<file path="config.mk">
export PLATFORM = sky130hd
export DESIGN_NAME = mem_stage
export DESIGN_NICKNAME = d
export VERILOG_FILES = /design/src/rtl/riscv_pkg.sv /design/src/rtl/lsu_data_align.sv /design/src/rtl/mem_stage.sv
export SDC_FILE = /design/constraint.sdc
export NUM_CORES = 1
export LEC_CHECK = 0
export BUFFER_PORTS_ARGS = -buffer_cell sky130_fd_sc_hd__buf_4
export CORE_AREA = 10 10 141 143
export CTS_BUF_LIST = sky130_fd_sc_hd__clkbuf_4 sky130_fd_sc_hd__clkbuf_8
export CTS_CLUSTER_SIZE = 12
export DETAILED_ROUTE_END_ITERATION = 7
export DIE_AREA = 0 0 151 153
export GPL_TIMING_DRIVEN = 0
export MAX_ROUTING_LAYER = met4
export PLACE_DENSITY_LB_ADDON = 0.1
export SYNTH_ARGS = -nofsm -noshare
export SYNTH_HDL_FRONTEND = slang
export SYNTH_SLANG_ARGS = --single-unit
</file>
<file path="constraint.sdc">
create_clock -name clk -period 2.1 [get_ports clk]
set_input_delay 0.42 -clock clk [delete_from_list [all_inputs] [get_ports clk]]
set_output_delay 0.42 -clock clk [all_outputs]
set_load 0.02 [all_outputs]
</file>
<file path="src/rtl/riscv_pkg.sv">
// Shared RISC-V core package.
// Holds the LSU operation/data-type encodings, the rd write-tag width, the
// memory-stage FSM state encoding and the misaligned-access exception causes.
package riscv_pkg;

  localparam int TAG_WIDTH = 4;

  typedef enum logic {
    LSU_LOAD  = 1'b0,
    LSU_STORE = 1'b1
  } lsu_op_e;

  typedef enum logic [2:0] {
    LSU_DTYPE_BYTE   = 3'd0,
    LSU_DTYPE_HALF   = 3'd1,
    LSU_DTYPE_WORD   = 3'd2,
    LSU_DTYPE_U_BYTE = 3'd4,
    LSU_DTYPE_U_HALF = 3'd5
  } lsu_dtype_e;

  typedef enum logic [1:0] {
    MEM_IDLE,
    MEM_WAIT_GNT,
    MEM_WAIT_RVALID,
    MEM_DONE
  } mem_state_e;

  localparam logic [5:0] EXC_LD_MISALIGN = 6'd4;
  localparam logic [5:0] EXC_ST_MISALIGN = 6'd6;

endpackage

</file>
<file path="src/rtl/lsu_data_align.sv">
// lsu_data_align: combinational byte-lane steering for the memory stage.
//   dtype_i  : access data type
//   offset_i : byte offset within the word (address bits [1:0])
//   wdata_i  : store data from the register file
//   rdata_i  : raw 32-bit word returned by the data bus
//   be_o     : byte enables for the request
//   wdata_o  : store data replicated onto every candidate byte lane
//   rdata_o  : load data shifted down to bit 0 and sign/zero extended
// Halfword and word accesses ignore the offset bits they cannot use, so a
// misaligned access that reaches this block is silently truncated.
module lsu_data_align
  import riscv_pkg::*;
(
  input  lsu_dtype_e  dtype_i,
  input  logic [1:0]  offset_i,
  input  logic [31:0] wdata_i,
  input  logic [31:0] rdata_i,
  output logic [3:0]  be_o,
  output logic [31:0] wdata_o,
  output logic [31:0] rdata_o
);

  logic [1:0]  lane_off;
  logic [31:0] shifted;

  // NOTE: every output gets a default before the case so that no path
  // through the block leaves it unassigned, which would infer a latch.
  always_comb begin
    lane_off = 2'b00;
    be_o     = 4'b1111;
    wdata_o  = wdata_i;
    unique case (dtype_i)
      LSU_DTYPE_BYTE, LSU_DTYPE_U_BYTE: begin
        lane_off = offset_i;
        be_o     = 4'b0001 << offset_i;
        wdata_o  = {4{wdata_i[7:0]}};
      end
      LSU_DTYPE_HALF, LSU_DTYPE_U_HALF: begin
        lane_off = {offset_i[1], 1'b0};
        be_o     = 4'b0011 << {offset_i[1], 1'b0};
        wdata_o  = {2{wdata_i[15:0]}};
      end
      default: ;
    endcase

    shifted = rdata_i >> {lane_off, 3'b000};
    rdata_o = shifted;
    unique case (dtype_i)
      LSU_DTYPE_BYTE:   rdata_o = {{24{shifted[7]}}, shifted[7:0]};
      LSU_DTYPE_U_BYTE: rdata_o = {24'h0, shifted[7:0]};
      LSU_DTYPE_HALF:   rdata_o = {{16{shifted[15]}}, shifted[15:0]};
      LSU_DTYPE_U_HALF: rdata_o = {16'h0, shifted[15:0]};
      default: ;
    endcase
  end

endmodule

</file>
<file path="src/rtl/mem_stage.sv">
// mem_stage: memory pipeline stage between execute and writeback.
//   clk, reset_n       : clock, asynchronous active-low reset
//   stall_M, ready_mem : hold from the pipeline controller / stage accepts EX->MEM
//   lsu_*_mem          : load/store access from EX
//   rd_wr_*_mem        : destination register from EX
//   exc_*_mem          : exception carried from earlier stages
//   data_*             : data-memory request/grant/rvalid bus
//   rd_wr_*_wb, wb_valid, exc_*_wb : registered writeback outputs
//   forward_mem_*      : same-cycle ALU result forwarding
// Build option: define MEM_MISALIGN_EXC_EN to turn misaligned half/word
// accesses into load/store misaligned exceptions instead of masking the
// low address bits.
module mem_stage
  import riscv_pkg::*;
(
  input  logic                 clk,
  input  logic                 reset_n,
  input  logic                 stall_M,
  output logic                 ready_mem,
  input  logic                 lsu_en_mem,
  input  lsu_op_e              lsu_op_mem,
  input  lsu_dtype_e           lsu_dtype_mem,
  input  logic [31:0]          lsu_addr_mem,
  input  logic [31:0]          lsu_wdata_mem,
  input  logic                 rd_wr_en_mem,
  input  logic [TAG_WIDTH-1:0] rd_wr_tag_mem,
  input  logic [4:0]           rd_wr_addr_mem,
  input  logic [31:0]          rd_wr_data_mem,
  input  logic                 exc_taken_mem,
  input  logic [5:0]           exc_cause_mem,
  input  logic [31:0]          exc_tval_mem,
  output logic                 data_req,
  input  logic                 data_gnt,
  output logic [31:0]          data_addr,
  output logic                 data_we,
  output logic [3:0]           data_be,
  output logic [31:0]          data_wdata,
  input  logic                 data_rvalid,
  input  logic [31:0]          data_rdata,
  output logic                 wb_valid,
  output logic                 rd_wr_en_wb,
  output logic [TAG_WIDTH-1:0] rd_wr_tag_wb,
  output logic [4:0]           rd_wr_addr_wb,
  output logic [31:0]          rd_wr_data_wb,
  output logic                 exc_taken_wb,
  output logic [5:0]           exc_cause_wb,
  output logic [31:0]          exc_tval_wb,
  output logic                 forward_mem_en,
  output logic [TAG_WIDTH-1:0] forward_mem_tag,
  output logic [4:0]           forward_mem_addr,
  output logic [31:0]          forward_mem_wdata
);

  mem_state_e           state_q;
  logic [31:0]          rdata_buf_q;
  logic                 wb_valid_q, rd_wr_en_wb_q, exc_taken_wb_q;
  logic [TAG_WIDTH-1:0] rd_wr_tag_wb_q;
  logic [4:0]           rd_wr_addr_wb_q;
  logic [31:0]          rd_wr_data_wb_q, exc_tval_wb_q;
  logic [5:0]           exc_cause_wb_q;

  logic        is_load, is_store, misalign, exc_any, access_pend;
  logic        gnt_hit, rvalid_hit, complete;
  logic [31:0] load_data, rdata_src;

  assign is_load  = (lsu_op_mem == LSU_LOAD);
  assign is_store = lsu_en_mem & (lsu_op_mem == LSU_STORE);

`ifdef MEM_MISALIGN_EXC_EN
  assign misalign = lsu_en_mem & ~exc_taken_mem &
                    ((((lsu_dtype_mem == LSU_DTYPE_HALF) | (lsu_dtype_mem == LSU_DTYPE_U_HALF))
                      & lsu_addr_mem[0]) |
                     ((lsu_dtype_mem == LSU_DTYPE_WORD) & (lsu_addr_mem[1:0] != 2'b00)));
`else
  assign misalign = 1'b0;
`endif

  assign exc_any     = exc_taken_mem | misalign;
  assign access_pend = lsu_en_mem & ~exc_any;

  // Gated with reset_n so an in-flight request drops the moment reset asserts.
  assign data_req  = reset_n & (((state_q == MEM_IDLE) & access_pend) | (state_q == MEM_WAIT_GNT));
  assign data_addr = {lsu_addr_mem[31:2], 2'b00};
  assign data_we   = (lsu_op_mem == LSU_STORE);

  assign gnt_hit    = data_req & data_gnt;
  assign rvalid_hit = (state_q == MEM_WAIT_RVALID) & data_rvalid;
  // A store granted under stall parks in DONE so it is not re-issued.
  assign complete   = (gnt_hit & ~is_load) | rvalid_hit | (state_q == MEM_DONE);
  assign ready_mem  = ~stall_M & (~lsu_en_mem | exc_any | complete);

  assign rdata_src = (state_q == MEM_DONE) ? rdata_buf_q : data_rdata;

  lsu_data_align u_align (
    .dtype_i  (lsu_dtype_mem),
    .offset_i (lsu_addr_mem[1:0]),
    .wdata_i  (lsu_wdata_mem),
    .rdata_i  (rdata_src),
    .be_o     (data_be),
    .wdata_o  (data_wdata),
    .rdata_o  (load_data)
  );

  // NOTE: sequential state uses non-blocking assignments so every register
  // samples pre-edge values regardless of statement order.
  always_ff @(posedge clk or negedge reset_n) begin
    if (!reset_n) begin
      state_q     <= MEM_IDLE;
      rdata_buf_q <= '0;
    end else begin
      unique case (state_q)
        MEM_IDLE, MEM_WAIT_GNT: begin
          if (gnt_hit) begin
            if (is_load)      state_q <= MEM_WAIT_RVALID;
            else if (stall_M) state_q <= MEM_DONE;
            else              state_q <= MEM_IDLE;
          end else if (data_req) begin
            state_q <= MEM_WAIT_GNT;
          end
        end
        MEM_WAIT_RVALID: begin
          if (data_rvalid) begin
            if (stall_M) begin
              state_q     <= MEM_DONE;
              rdata_buf_q <= data_rdata;
            end else begin
              state_q <= MEM_IDLE;
            end
          end
        end
        MEM_DONE: if (!stall_M) state_q <= MEM_IDLE;
        default:  state_q <= MEM_IDLE;
      endcase
    end
  end

  always_ff @(posedge clk or negedge reset_n) begin
    if (!reset_n) begin
      wb_valid_q      <= 1'b0;
      rd_wr_en_wb_q   <= 1'b0;
      rd_wr_tag_wb_q  <= '0;
      rd_wr_addr_wb_q <= '0;
      rd_wr_data_wb_q <= '0;
      exc_taken_wb_q  <= 1'b0;
      exc_cause_wb_q  <= '0;
      exc_tval_wb_q   <= '0;
    end else if (ready_mem) begin
      wb_valid_q      <= 1'b1;
      rd_wr_en_wb_q   <= rd_wr_en_mem & ~exc_any & ~is_store;
      rd_wr_tag_wb_q  <= rd_wr_tag_mem;
      rd_wr_addr_wb_q <= rd_wr_addr_mem;
      rd_wr_data_wb_q <= (lsu_en_mem & is_load & ~exc_any) ? load_data : rd_wr_data_mem;
      exc_taken_wb_q  <= exc_any;
      exc_cause_wb_q  <= exc_taken_mem ? exc_cause_mem :
                         misalign      ? (is_load ? EXC_LD_MISALIGN : EXC_ST_MISALIGN) : 6'd0;
      exc_tval_wb_q   <= exc_taken_mem ? exc_tval_mem :
                         misalign      ? lsu_addr_mem : 32'h0;
    end else if (!stall_M) begin
      // Bubble: the access is still in flight, nothing retires this edge.
      wb_valid_q     <= 1'b0;
      rd_wr_en_wb_q  <= 1'b0;
      exc_taken_wb_q <= 1'b0;
    end
  end

  assign wb_valid      = wb_valid_q;
  assign rd_wr_en_wb   = rd_wr_en_wb_q;
  assign rd_wr_tag_wb  = rd_wr_tag_wb_q;
  assign rd_wr_addr_wb = rd_wr_addr_wb_q;
  assign rd_wr_data_wb = rd_wr_data_wb_q;
  assign exc_taken_wb  = exc_taken_wb_q;
  assign exc_cause_wb  = exc_cause_wb_q;
  assign exc_tval_wb   = exc_tval_wb_q;

  assign forward_mem_en    = rd_wr_en_mem & ~lsu_en_mem & ~exc_taken_mem;
  assign forward_mem_tag   = rd_wr_tag_mem;
  assign forward_mem_addr  = rd_wr_addr_mem;
  assign forward_mem_wdata = rd_wr_data_mem;

endmodule

</file>
==> metrics.csv <==
metric,value,unit
status,finished with violations,
failing checks,negative setup slack,
most frequent cells in the layout,"buf_4 (444), dfrtp_1 (114), nand2_1 (97), nor2_1 (41), mux2_2 (41)",
global-route wire length before repair,38800,um
Die Area,23100,sq um
I/O pins,382,
Yosys top cell area share,44.8,%
layout cells sized above 1,55.4,%
YS warnings,0,
number of cell rows,48,
Clk network pwr share,25.9,%
clock sinks,116,
RD Place Congestion,0.872,
clk_skew,0.00742,ns
largest net degree at the start of global routing,57,
clk_lat worst skew,0.45,ns
worst flop-to-flop path startpoint,state_q[1],
Num CTS Buffers,17,
final worst slack,-0.0885,ns
final WL,26300,um
final hold slack,0.0284,ns
Psw,2.92,mW
initial antenna violation count,0,
average cell area after synthesis,10.0,sq um
asr flop ratio synth,100,%
leading area contributor after synthesis,dfrtp_1,
largest fanout on the critical path,6,
utilization after layout,60.3,%
# fillers,1596,
min cycle time layout,2.19,ns
maximum clock path buffer count,2,
Main synth FF type,dfrtp_1,
number of global-route vias before repair,6758,
worst slew pin tran,0.691,ns
RSZ-0062 raised after global routing,true,
area of the multi-input gates,2880,sq um
"Cell Area, Synth",6480,sq um
"Slew Viols, Final",0,
slew margin rel.,53.9,%
Synth Instances,647,
critical path's largest stage delay,0.46,ns
DRC Markers,0,
DPL Wire Length,21300,um
Die Height,153,um
Layout Nets,1222,
Worst Setup End Kind,primary output,
maxcap violations,0,
post-synthesis register bit count,116,
Root Driver,clkbuf_8,
largest cells by area after synthesis,"dfrtp_1 (45%), buf_4 (9.6%), mux2_2 (7.1%), mux2i_1 (6.9%), nand2_1 (5.6%)",
Inserted Diodes,0,
number of synthesized flops with an enable pin,0,
GRT Util Overall,22.5,%
area delta synth->final,58.7,%
"most common cell after layout, fill and taps aside",buf_4,
Setup Crit Path Kind,reg2out,
clock slew at reported path FFs,0.08,ns
final setup TNS,-0.108,ns
Comb power frac,37.6,%
maximum VDD drop,396,uV
Initial Util,38.0,%
port bufs,348,
Inst Count DP,1222,
Hold Fails Final Rpt,0,
Die Width,151,um
Worst Path Required,1.68,ns
PwrDens,819,nW/um^2
Core Area,17100,sq um
switch share,34.7,%
worst path cell trace,nand2b_4 -> o211ai_1 -> nand2b_1 -> clkinv_4 -> clkbuf_16 -> buf_8,
Register-to-Register Path Depth,5,
global route overflow,0,
unique cell type count in the Yosys netlist,47,
cell internal pwr,5.50,mW
r2r setup slk,-0.01,ns
Buf/Inv on CP,3,
vias,6294,
sequential area share after synthesis,44.8,%
register area,2910,sq um
Seq pwr share,36.5,%
Hold Path Class,in2async,
# setup viols final,7,
DR iter-0 viols,270,
worst r2r dst,rdata_buf_q[22],
Crit. Startpoint,state_q[1],
Worst Path Arrival,1.77,ns
DRT Pass-1 Iters,4,
max frequency,457,MHz
pre-CTS setup slack,-1.04,ns
P_leak,5.45,nW
Tcrit/Tclk final,104,%
H-tree Lvls,4,
CTS tree,built,
DR WL/cell,20.7,um
Post-Layout Cell Count,1273,
Final ANT Viol Nets,0,
Crit-path slowest cell,dfrtp_2,
Top delay family on crit path,flip-flops,
startpoint types,flip-flop,
via/cell ratio,4.94,
-- flip-flops by register name, summed over array words and instances, names as in the netlist --
signal and count:
rd_wr_addr_wb 5, state_q 2, rd_wr_en_wb 1, wb_valid 1, exc_taken_wb 1, rd_wr_data_wb 32
rdata_buf_q 32, rd_wr_tag_wb 4, exc_tval_wb 32, exc_cause_wb 6
-- cells in the mapped netlist, types with 6 or more instances --
library cell and instances:
a211oi_1 6, and2_1 11, o31ai_1 6, nand2_1 97
o221ai_1 7, mux2_2 41, a21oi_1 13, a21o_1 7
buf_4 83, o211ai_2 10, o211ai_1 7, o21ai_0 23
dfrtp_1 116, nor2_1 41, nand2b_1 6, nand3_1 17
clkbuf_1 32, a22o_1 38, mux2i_1 45
-- through the flow --
stage / power (mW) / cell area, sq um
after detailed placement: 6.06 / 9410
after floorplan: 4.73 / 6480
after CTS: 8.40 / 10100
after global routing: 8.86 / 10300
final: 8.42 / 10300
after global placement: 6.00 / 9380
-- per-layer routing --
layer	up-vias	routed length (um)	GRT usage (%)
met1	3047	10300	25.2
met4	0	338	5.96
met5	-	0	-
li1	2960	-	-
met2	266	13600	38.2
met3	21	2180	6.64
-- layout make-up --
class	count	share of cell area (%)
clock buffers	17	2.27
flip-flops and latches	116	28.2
clock inverters	15	1.78
repair buffers	371	28.6
plain buffers	120	8.15
inverters	4	0.195
well taps	225	2.74
multi-input cells	405	28.0
-- how the worst max path moves through the flow --
stage                         to  slack, ns  cells past startpoint
6_report               ready_mem      -0.09                      6
3_3_place_gp           ready_mem      -1.45                      8
3_5_place_dp           ready_mem      -1.04                      9
5_1_grt                ready_mem      -0.15                      6
2_1_floorplan  rd_wr_data_wb[22]       0.12                      8
4_1_cts                ready_mem      -0.12                      6
-- what timing repair did --
item	4_1_cts	5_1_grt
gates resized for setup	36	23
hold buffers	3	0
buffers inserted	7	10
pin swaps	2	5
gates cloned	1	1
endpoints found under the hold margin	56	0
setup endpoints to repair	63	53
-- logic make-up (layout without fill, tap and decap cells) --
logic type,count (synthesis),count (layout),share of synthesized area [%]
flip-flops,116,116,44.8
AO/OA/AOI/OAI,125,125,15.3
multiplexers,86,86,14.1
AND/OR/NAND/NOR,192,192,13.4
buffers and inverters,127,527,12.4
other,1,2,0.0579
-- worst reg2reg max path: cells and delay by family, from the launching register on --
family        cells  cell delay [ns]
flops             1             0.46
mux               1             0.41
simple gates      1             0.26
buf+inv           3             0.85
-- power by group through the flow --
| stage | registers [mW] | logic, mW | clock network [mW] |
|---|---|---|---|
| 6_report | 3.07 | 3.16 | 2.18 |
| 5_1_grt | 3.14 | 3.39 | 2.34 |
| 4_1_cts | 3.06 | 3.11 | 2.23 |
| 3_5_place_dp | 3.07 | 2.99 | 0 |
| 3_3_place_gp | 3.05 | 2.95 | 0 |
| 2_1_floorplan | 3.31 | 1.43 | 0 |
Note: power is estimated with default switching activity, not from simulation.
